### config.mk
export PLATFORM = sky130hd
export DESIGN_NAME = mem_port_arbiter
export DESIGN_NICKNAME = d
export VERILOG_FILES = /design/src/rtl/mem_arb_pkg.sv /design/src/rtl/fifo.sv /design/src/rtl/mem_port_arbiter.sv
export SDC_FILE = /design/constraint.sdc
export NUM_CORES = 1
export LEC_CHECK = 0
export ABC_AREA = 1
export BUFFER_PORTS_ARGS = -buffer_cell sky130_fd_sc_hd__clkbuf_2
export CORE_AREA = 4 4 114 116
export DETAILED_ROUTE_END_ITERATION = 7
export DIE_AREA = 0 0 118 120
export PLACE_DENSITY = 0.5
export SETUP_SLACK_MARGIN = 0.5
export SLEW_MARGIN = 20
export SYNTH_ARGS = -nofsm -noshare
export SYNTH_HDL_FRONTEND = slang
export SYNTH_SLANG_ARGS = --single-unit
export TNS_END_PERCENT = 10
### constraint.sdc
create_clock -name clock -period 2.1 [get_ports clock]
set_clock_uncertainty 0.05 [all_clocks]
set_input_delay 0.42 -clock clock [delete_from_list [all_inputs] [get_ports clock]]
set_output_delay 0.42 -clock clock [all_outputs]
set_load 0.02 [all_outputs]
### src/rtl/mem_arb_pkg.sv
// Shared types and constants for the two-requester memory port arbiter.
// Holds the FSM state encoding, requester IDs and default widths.
package mem_arb_pkg;

    typedef enum logic [1:0] {
        S_IDLE = 2'd0,
        S_OWN0 = 2'd1,
        S_OWN1 = 2'd2
    } state_t;

    localparam logic REQ0 = 1'b0;
    localparam logic REQ1 = 1'b1;

    localparam int ADDR_W_DEF   = 26;
    localparam int OUT_LOG2_DEF = 3;
    localparam int DATA_W       = 32;
    localparam int BE_W         = 4;

endpackage

### src/rtl/fifo.sv
// Synchronous FIFO of 2^SIZE entries with a wrap bit on each pointer.
// Push when full and pop when empty are ignored; push and pop may coincide.
module fifo #(
    parameter int DBITS = 1,
    parameter int SIZE  = 3
) (
    input  logic             clk,
    input  logic             reset,
    input  logic             push,
    input  logic             pop,
    input  logic [DBITS-1:0] din,
    output logic [DBITS-1:0] dout,
    output logic             empty,
    output logic             full
);

    localparam int DEPTH = 1 << SIZE;

    logic [SIZE:0]      wr_ptr_q, wr_ptr_d;
    logic [SIZE:0]      rd_ptr_q, rd_ptr_d;
    logic [DBITS-1:0]   mem_q [DEPTH];
    logic [DBITS-1:0]   mem_d [DEPTH];
    logic               do_push;
    logic               do_pop;

    assign empty   = (wr_ptr_q == rd_ptr_q);
    assign full    = (wr_ptr_q[SIZE] != rd_ptr_q[SIZE]) &&
                     (wr_ptr_q[SIZE-1:0] == rd_ptr_q[SIZE-1:0]);
    assign do_push = push && !full;
    assign do_pop  = pop && !empty;
    assign dout    = mem_q[rd_ptr_q[SIZE-1:0]];

    always_comb begin
        mem_d    = mem_q;
        wr_ptr_d = wr_ptr_q;
        rd_ptr_d = rd_ptr_q;
        if (do_push) begin
            mem_d[wr_ptr_q[SIZE-1:0]] = din;
            wr_ptr_d = wr_ptr_q + (SIZE+1)'(1);
        end
        if (do_pop) begin
            rd_ptr_d = rd_ptr_q + (SIZE+1)'(1);
        end
    end

    always_ff @(posedge clk) begin
        if (reset) begin
            wr_ptr_q <= '0;
            rd_ptr_q <= '0;
        end else begin
            wr_ptr_q <= wr_ptr_d;
            rd_ptr_q <= rd_ptr_d;
        end
    end

    // Storage needs no reset: entries are only read once the pointers cover them.
    always_ff @(posedge clk) begin
        mem_q <= mem_d;
    end

endmodule

### src/rtl/mem_port_arbiter.sv
// Two-requester Avalon-MM arbiter onto one memory port, round-robin on ties,
// with a lock to hold the grant and an in-order tag FIFO to route read data.
module mem_port_arbiter
    import mem_arb_pkg::*;
#(
    parameter int ADDR_W   = ADDR_W_DEF,
    parameter int OUT_LOG2 = OUT_LOG2_DEF
) (
    input  logic              clock,
    input  logic              reset,

    input  logic [ADDR_W-1:0] m0_address,
    input  logic              m0_read,
    input  logic              m0_write,
    input  logic [BE_W-1:0]   m0_byteenable,
    input  logic [DATA_W-1:0] m0_writedata,
    input  logic              m0_lock,
    output logic              m0_waitrequest,
    output logic [DATA_W-1:0] m0_readdata,
    output logic              m0_readdatavalid,

    input  logic [ADDR_W-1:0] m1_address,
    input  logic              m1_read,
    input  logic              m1_write,
    input  logic [BE_W-1:0]   m1_byteenable,
    input  logic [DATA_W-1:0] m1_writedata,
    input  logic              m1_lock,
    output logic              m1_waitrequest,
    output logic [DATA_W-1:0] m1_readdata,
    output logic              m1_readdatavalid,

    output logic [ADDR_W-1:0] master_address,
    output logic [BE_W-1:0]   master_byteenable,
    output logic [DATA_W-1:0] master_writedata,
    output logic              master_read,
    output logic              master_write,
    input  logic [DATA_W-1:0] master_readdata,
    input  logic              master_readdatavalid,
    input  logic              master_waitrequest,

    output state_t            dbg_state
);

    // Handshake: a requester holds its command stable while waitrequest is high;
    // a command transfers on a rising edge where it is asserted and waitrequest is low.

    state_t             state_q, state_d;
    logic               ptr_q, ptr_d;

    logic               owner_id;
    logic [ADDR_W-1:0]  own_address;
    logic [BE_W-1:0]    own_byteenable;
    logic [DATA_W-1:0]  own_writedata;
    logic               own_read;
    logic               own_write;
    logic               own_lock;
    logic               own_wait;
    logic               accept;

    logic               tag_push;
    logic               tag_pop;
    logic               tag_dout;
    logic               tag_empty;
    logic               tag_full;

    assign owner_id       = (state_q == S_OWN1) ? REQ1 : REQ0;
    assign own_address    = owner_id ? m1_address    : m0_address;
    assign own_byteenable = owner_id ? m1_byteenable : m0_byteenable;
    assign own_writedata  = owner_id ? m1_writedata  : m0_writedata;
    assign own_read       = owner_id ? m1_read       : m0_read;
    assign own_write      = owner_id ? m1_write      : m0_write;
    assign own_lock       = owner_id ? m1_lock       : m0_lock;

    always_comb begin
        state_d           = state_q;
        ptr_d             = ptr_q;
        master_address    = '0;
        master_byteenable = '0;
        master_writedata  = '0;
        master_read       = 1'b0;
        master_write      = 1'b0;
        m0_waitrequest    = 1'b1;
        m1_waitrequest    = 1'b1;
        own_wait          = 1'b1;
        accept            = 1'b0;
        tag_push          = 1'b0;

        case (state_q)
            S_IDLE: begin
                if ((m0_read || m0_write) && (m1_read || m1_write)) begin
                    ptr_d   = (ptr_q == REQ1) ? REQ0 : REQ1;
                    state_d = (ptr_q == REQ1) ? S_OWN0 : S_OWN1;
                end else if (m0_read || m0_write) begin
                    ptr_d   = REQ0;
                    state_d = S_OWN0;
                end else if (m1_read || m1_write) begin
                    ptr_d   = REQ1;
                    state_d = S_OWN1;
                end
            end
            S_OWN0, S_OWN1: begin
                master_address    = own_address;
                master_byteenable = own_byteenable;
                master_writedata  = own_writedata;
                // A combined read+write is forwarded as a write; reads stall while no tag slot is free.
                master_write      = own_write;
                master_read       = own_read && !own_write && !tag_full;
                own_wait          = master_waitrequest || (own_read && !own_write && tag_full);
                if (owner_id == REQ1) begin
                    m1_waitrequest = own_wait;
                end else begin
                    m0_waitrequest = own_wait;
                end
                accept   = (master_read || master_write) && !master_waitrequest;
                tag_push = master_read && !master_waitrequest;
                if (accept) begin
                    if (!own_lock) begin
                        state_d = S_IDLE;
                    end
                end else if (!own_read && !own_write && !own_lock) begin
                    state_d = S_IDLE;
                end
            end
            default: begin
                state_d = S_IDLE;
            end
        endcase
    end

    always_ff @(posedge clock) begin
        if (reset) begin
            state_q <= S_IDLE;
            ptr_q   <= REQ1;
        end else begin
            state_q <= state_d;
            ptr_q   <= ptr_d;
        end
    end

    // Responses come back in issue order, so the oldest tag names the receiver.
    assign tag_pop          = master_readdatavalid && !tag_empty;
    assign m0_readdatavalid = tag_pop && (tag_dout == REQ0);
    assign m1_readdatavalid = tag_pop && (tag_dout == REQ1);
    assign m0_readdata      = master_readdata;
    assign m1_readdata      = master_readdata;
    assign dbg_state        = state_q;

    fifo #(
        .DBITS (1),
        .SIZE  (OUT_LOG2)
    ) u_tag_fifo (
        .clk   (clock),
        .reset (reset),
        .push  (tag_push),
        .pop   (tag_pop),
        .din   (owner_id),
        .dout  (tag_dout),
        .empty (tag_empty),
        .full  (tag_full)
    );

endmodule

## Word-level counts from Yosys, hierarchy flattened

Cells that the tools add are included.

- Input bits: 166
- Register bits after elaboration: 19
- Output and inout bits: 134
- Logic and storage cells: 93

- Mux-type cells: 35
- Equal/unequal tests: 8
- Add/subtract/negate cells: 2
- Reductions and logical operators: 30
- Bitwise operators: 3
- Order comparisons: 3

Operators by type and width:

| cell | number |
|---|---|
| 32-bit 2-to-1 mux | 2 |
| 26-bit 2-to-1 mux | 2 |
| 1-bit 2-to-1 mux | 18 |
| 1-bit logical AND | 15 |
| 2-bit 2-to-1 mux | 7 |
| 4-bit by 1-bit adder with 4-bit output (second input constant) | 2 |
| 8-bit bitwise mux | 1 |
| 4-bit greater-or-equal comparator (second input constant) | 2 |
| 4-bit 2-to-1 mux | 2 |
| 3-bit inverter with 4-bit output | 2 |
| 1-bit logical NOT | 6 |
| 3-bit inequality test (second input constant) | 2 |
| 4-bit == test | 1 |
| 1-bit logical OR | 4 |
| 4-bit by 1-bit less-than comparator with 1-bit output (second input constant) | 1 |
| 4-bit inequality test (second input constant) | 1 |
| 2-bit one-hot mux with 2 select lines | 1 |
| 1-bit binary-select mux with 3-bit select | 1 |
| 1-bit demux with 3-bit select | 1 |
| 3-bit == test | 1 |
| 3-bit AND reduction | 1 |
| 3-bit nonzero test | 1 |
| 2-bit by 1-bit == test with 1-bit output (second input constant) | 1 |
| 2-bit == test (second input constant) | 1 |
| 5 further kinds | 5 |

## Depth between registers and ports, before layout

- Depth in word-level cells: 10
- Gate-level depth with buffers: 14
- Mapped depth without buffers: 13

## By module

A second synthesis with hierarchy kept.

- Cells, all modules: 318
- Area, all modules: 2,293.4 um^2

By module, submodules not included:

| module | seq. area each (um^2) | area an instance (um^2) | cells each | instances |
|---|---|---|---|---|
| mem_port_arbiter | 60.1 | 1,430.1 | 201 | 1 |
| fifo | 400.4 | 863.3 | 117 | 1 |

## Least setup slack after synthesis

No wires, ideal clock.

- Path type: reg2reg
- Start point: register state_q[0] (netlist: dbg_state[0])
- End point: register u_tag_fifo.mem_q[3] (netlist bit), enable pin
- Setup slack: -0.160 ns
- Cell stages (with the launch flop): 12
- Arrival: 1.898 ns
- Buffers on the path: 1
- Library setup time: 0.312 ns
- Period minus slack after synthesis: 2.260 ns
- Required time: 1.738 ns
- Cells stage by stage: dfxtp_1 > inv_1 > ha_1 > buf_6 > o21a_1 > nor2_2 > nand2_2 > nor2_4 > nand2_2 > clkinv_2 > nand2_1 > nor3_1

- Cells in the longest elaborated chain, start to end: 9
- Elaborated cells on any way between the ends: 12
- Classes of those cells: 2 x eq/ne; 4 x mux; 6 x reduce/logical

Ends and longest elaborated chain:

| what | line | text |
|---|---|---|
| start: declaration | mem_port_arbiter.sv:47 | `state_t state_q, state_d;` |
| start signal: assignment | mem_port_arbiter.sv:135 | `state_q <= state_d;` |
| 2-bit == test (*) | mem_port_arbiter.sv:66 | `assign owner_id = (state_q == S_OWN1) ? REQ1 : REQ0;` |
| 1-bit 2-to-1 mux (*) | mem_port_arbiter.sv:66 |  |
| named net owner_id | mem_port_arbiter.sv:50 | `logic owner_id;` |
| 1-bit 2-to-1 mux | mem_port_arbiter.sv:71 | `assign own_write = owner_id ? m1_write : m0_write;` |
| 1-bit logical NOT | mem_port_arbiter.sv:107 | `master_read = own_read && !own_write && !tag_full;` |
| 1-bit logical AND (*) (2 in series) | mem_port_arbiter.sv:107 |  |
| 1-bit logical AND (*) | mem_port_arbiter.sv:115 | `tag_push = master_read && !master_waitrequest;` |
| 1-bit 2-to-1 mux (*) | mem_port_arbiter.sv:88 | `case (state_q)` |
| 1-bit logical AND (*) | fifo.sv:29 | `assign do_push = push && !full;` |
| end signal: assignment | fifo.sv:58 | `mem_q <= mem_d;` |
| end: declaration | fifo.sv:21 | `logic [DBITS-1:0] mem_q [DEPTH];` |

The timed path passes the listed nets; every way through them passes the cells marked *.
A chain may end at the register's enable or synchronous reset.

## Worst setup path after layout

- Start point: register state_q[0] (netlist: dbg_state[0])
- End point: output master_writedata[21]

- Cells in the longest elaborated chain, start to end: 4
- Elaborated cells on any way between the ends: 6
- Classes of those cells: 2 x eq/ne; 3 x mux; 1 x reduce/logical

Ends and longest elaborated chain:

| what | line | text |
|---|---|---|
| 2-bit == test | mem_port_arbiter.sv:66, mem_port_arbiter.sv:88 |  |
| 1-bit 2-to-1 mux | mem_port_arbiter.sv:66 |  |
| 32-bit 2-to-1 mux | mem_port_arbiter.sv:69 | `assign own_writedata = owner_id ? m1_writedata : m0_writedata;` |
| 32-bit 2-to-1 mux (*) | mem_port_arbiter.sv:88 |  |
| end: declaration | mem_port_arbiter.sv:34 | `output logic [DATA_W-1:0] master_writedata,` |

Mark *: on every way between the ends. The rest lies on a longest branch, timed or not.

==> impl_metrics.json <==
{
  "netlist_area_sq_um": 2200,
  "clk_latency_ns": 0.25,
  "endpoint_kind": "output port",
  "worstPathCellList": "inv_4 -> ha_4 -> inv_2 -> nor2_4 -> buf_12 -> buf_12 -> a22o_1 -> clkbuf_8",
  "p_leak_nw": 1.98,
  "hold_viol_final": 0,
  "drtPass1Iterations": 4,
  "layout_setup_ws_ns": -0.114,
  "highest_layer": "met4",
  "drt_iter0_drc": 101,
  "post-route-period-util_pct": 105,
  "initial_core_util_pct": 18.5,
  "grt_first_pass_wirelength_microns": 16100,
  "synth_top_cell_area_share_pct": 24.7,
  "cts-root-buf": "clkbuf_16",
  "rrSetupSlack_ns": 0.13,
  "port_buffers": 203,
  "slowest_delay_ns": 0.35,
  "hold_end": "dbg_state[0]",
  "criticalPathCategory": "reg -> out",
  "cp_max_fo": 22,
  "rsz0062_at_grt": "yes",
  "wl_met3_microns": 1670,
  "n_antenna_cell": 0,
  "synth_top_family_by_area": "compound AO/OA/AOI/OAI gates",
  "synth_compound_area_share_pct": 32.0,
  "holdBufCountCts": 0,
  "drive_gt1_share_pct": 63.0,
  "met1_length_microns": 5210,
  "drcViolationCount": 0,
  "gr-total-overflow": 0,
  "die_w_microns": 118,
  "max-slew-margin-rel_pct": 83.2,
  "syn_inst": 292,
  "wl_per_cell_microns": 19.7,
  "antenna_found_initial": 0,
  "coreArea_sq_um": 11900,
  "yosys_warnings": 0,
  "arrival_ns": 1.74,
  "num_rows": 40,
  "yosysMostFrequentCell": "buf_4",
  "whs_ns": 0.365,
  "die_h_microns": 120,
  "tritoncts": "built",
  "dp.cells": 590,
  "crit_path_top_delay_cell": "dfxtp_4",
  "wl_met2_microns": 4690,
  "synth-edff-count": 8,
  "synthAdderAreaFrac_pct": 2.27,
  "rr_endpoint": "u_tag_fifo.mem_q[3]",
  "postRouteAntennaNets": 0,
  "gp_congestion": 0.889,
  "final_net_count": 620,
  "drv_cap": 0,
  "ioPinCount": 300,
  "syn2layout_area_growth_pct": 70.9,
  "clockBufferDepth": 2,
  "min_from": "reset",
  "yosysUniqueCellTypes": 30,
  "grt_max_degree": 31,
  "worst_pin_slew_ns": 0.251,
  "hold_depth": 2,
  "postSynthAreaPerCell_sq_um": 7.54,
  "synth_seq_cells": 19,
  "synth-simple-area-share_pct": 15.0,
  "clk_pin_slew_ns": 0.05,
  "worstRegToRegCells": 10,
  "routed_via_density": 4.48,
  "synthMuxAreaShare_pct": 0,
  "netlist_top_cells_area": "a22o_1 (25%), buf_4 (22%), edfxtp_1 (11%)",
  "setup.worst_path.start_class": "flop",
  "critical_path.top_delay_family": "buffers and inverters",
  "yosys.area.top_type": "a22o_1",
  "synth_xor_area_share_pct": 0.398,
  "numCtsBuffers": 3,
  "drt-total-wl_microns": 11700,
  "cp_common_cell": "buf_12",
  "async_flop_share_pct": 0,
  "instances_no_fill": 596,
  "synth_common_cells": "buf_4 (64), a22o_1 (62), nand2_1 (33)",
  "power_density_nw_per_um2": 1550,
  "yosys_most_used_dff": "dfxtp_1",
  "synth.net_count": 462,
  "cts.htree.levels": 1,
  "hpwl_microns": 10500,
  "first_global_vias": 2651,
  "status": "complete, but fails checks",
  "r2r-start": "dbg_state[1]",
  "max_clock_freq_mhz": 452,
  "violations": "setup timing",
  "cp_num_buf_inv": 5,
  "yosysSeqAreaShare_pct": 20.9,
  "via_count": 2670,
  "setup_viol": 57,
  "grtUsageTotal_pct": 14.9,
  "slew_violations": 0,
  "min_path_type": "in -> reg",
  "cts.sinks": 19,
  "required_ns": 1.63,
  "period_needed_ns": 2.21,
  "ir_drop_mv": 0.707,
  "dieArea_sq_um": 14200
}
[cell families (layout without fill, tap and decap cells)]
| family | count (synthesis) | count (layout) |
|---|---|---|
| compound gates | 91 | 91 |
| buf+inv | 104 | 261 |
| flops | 19 | 19 |
| xor+xnor | 1 | 1 |
| fa+ha+maj | 4 | 4 |
| simple gates | 73 | 73 |
[worst max path at each step]
stage,from,to,slack [ns],depth (start not counted)
6_report,dbg_state[0],master_writedata[21],-0.11,8
5_1_grt,dbg_state[0],master_writedata[23],-0.21,8
4_1_cts,dbg_state[0],master_writedata[21],-0.13,8
3_5_place_dp,dbg_state[0],master_writedata[2],0.04,8
3_3_place_gp,dbg_state[0],master_writedata[2],0.03,8
2_1_floorplan,dbg_state[0],u_tag_fifo.mem_q[3],0.10,11
[flip-flops by register name, summed over array words and instances (netlist names)]
name,flops
ptr_q,1
u_tag_fifo.rd_ptr_q,4
u_tag_fifo.mem_q,8
dbg_state,2
u_tag_fifo.wr_ptr_q,4
[layout make-up]
type                            instances  area [sq um]
Clock buffer                            3          75.1
Tap cell                              147           184
Fill cell                            1255          8150
Timing Repair Buffer                  230          1610
Clock inverter                          1          5.00
Multi-Input combinational cell        169          1300
Inverter                               27           114
Sequential cell                        19           474
[where the power goes]
group | internal (mW) | switching (mW)
combinational | 2.28 | 2.61
sequential | 0.470 | 0.0632
clock | 0.255 | 0.137
[what timing repair did]
item                       CTS  global route
resized for setup           92            44
setup endpoints to repair   82            82
setup buffers                2             0
pin swaps                   19            19
[worst register-to-register path: stages (launching register included)]
cell      delay (ns)
dfxtp_2         0.31
buf_4           0.14
ha_4            0.19
o21a_1          0.22
nor2_4          0.13
nand2_2         0.09
nor2_4          0.13
nand2_2         0.11
clkinv_4        0.08
nand2_2         0.09
nor3_2          0.13
[metrics by stage]
| step | cell area [sq um] | setup WS (ns) | utilization [%] | setup TNS, ns | power, mW |
|---|---|---|---|---|---|
| 2_1_floorplan | 2360 | 0.102 | - | 0 | 3.17 |
| 3_3_place_gp | 3240 | 0.0343 | 27.2 | 0 | 4.64 |
| 3_5_place_dp | 3240 | 0.0363 | 27.2 | 0 | 4.67 |
| 4_1_cts | 3690 | -0.128 | 31.0 | -5.23 | 5.73 |
| 5_1_grt | 3760 | -0.213 | 31.6 | -9.81 | 6.19 |
| 6_report | 3760 | -0.114 | 31.6 | -4.57 | 5.82 |
[metal layers]
metal	vias up	GRT usage (%)
met3	23	9.38
met1	1247	20.2
met5	-	0
met4	0	2.64
met2	123	19.8
li1	1277	-
[cells in the final DEF (no fill, tap or decap), types with 3 or more instances in the layout]
| cell | count |
|---|---|
| edfxtp_1 | 8 |
| clkbuf_8 | 21 |
| o21ai_1 | 5 |
| inv_1 | 21 |
| buf_6 | 5 |
| dfxtp_1 | 6 |
| nand3_1 | 5 |
| clkbuf_2 | 149 |
| nand2_1 | 30 |
| buf_8 | 9 |
| nand2_2 | 7 |
| nor3_2 | 3 |
| nor2_1 | 17 |
| a22o_1 | 50 |
| a22o_4 | 12 |
| o21ai_0 | 6 |
| nor2_4 | 4 |
| a21oi_1 | 7 |
| buf_2 | 5 |
| inv_2 | 3 |
| clkbuf_16 | 3 |
| buf_4 | 27 |
| dfxtp_4 | 3 |
| clkbuf_4 | 10 |
| o21ai_2 | 4 |
| buf_12 | 4 |
No activity file was read; power rests on OpenSTA's default activity.
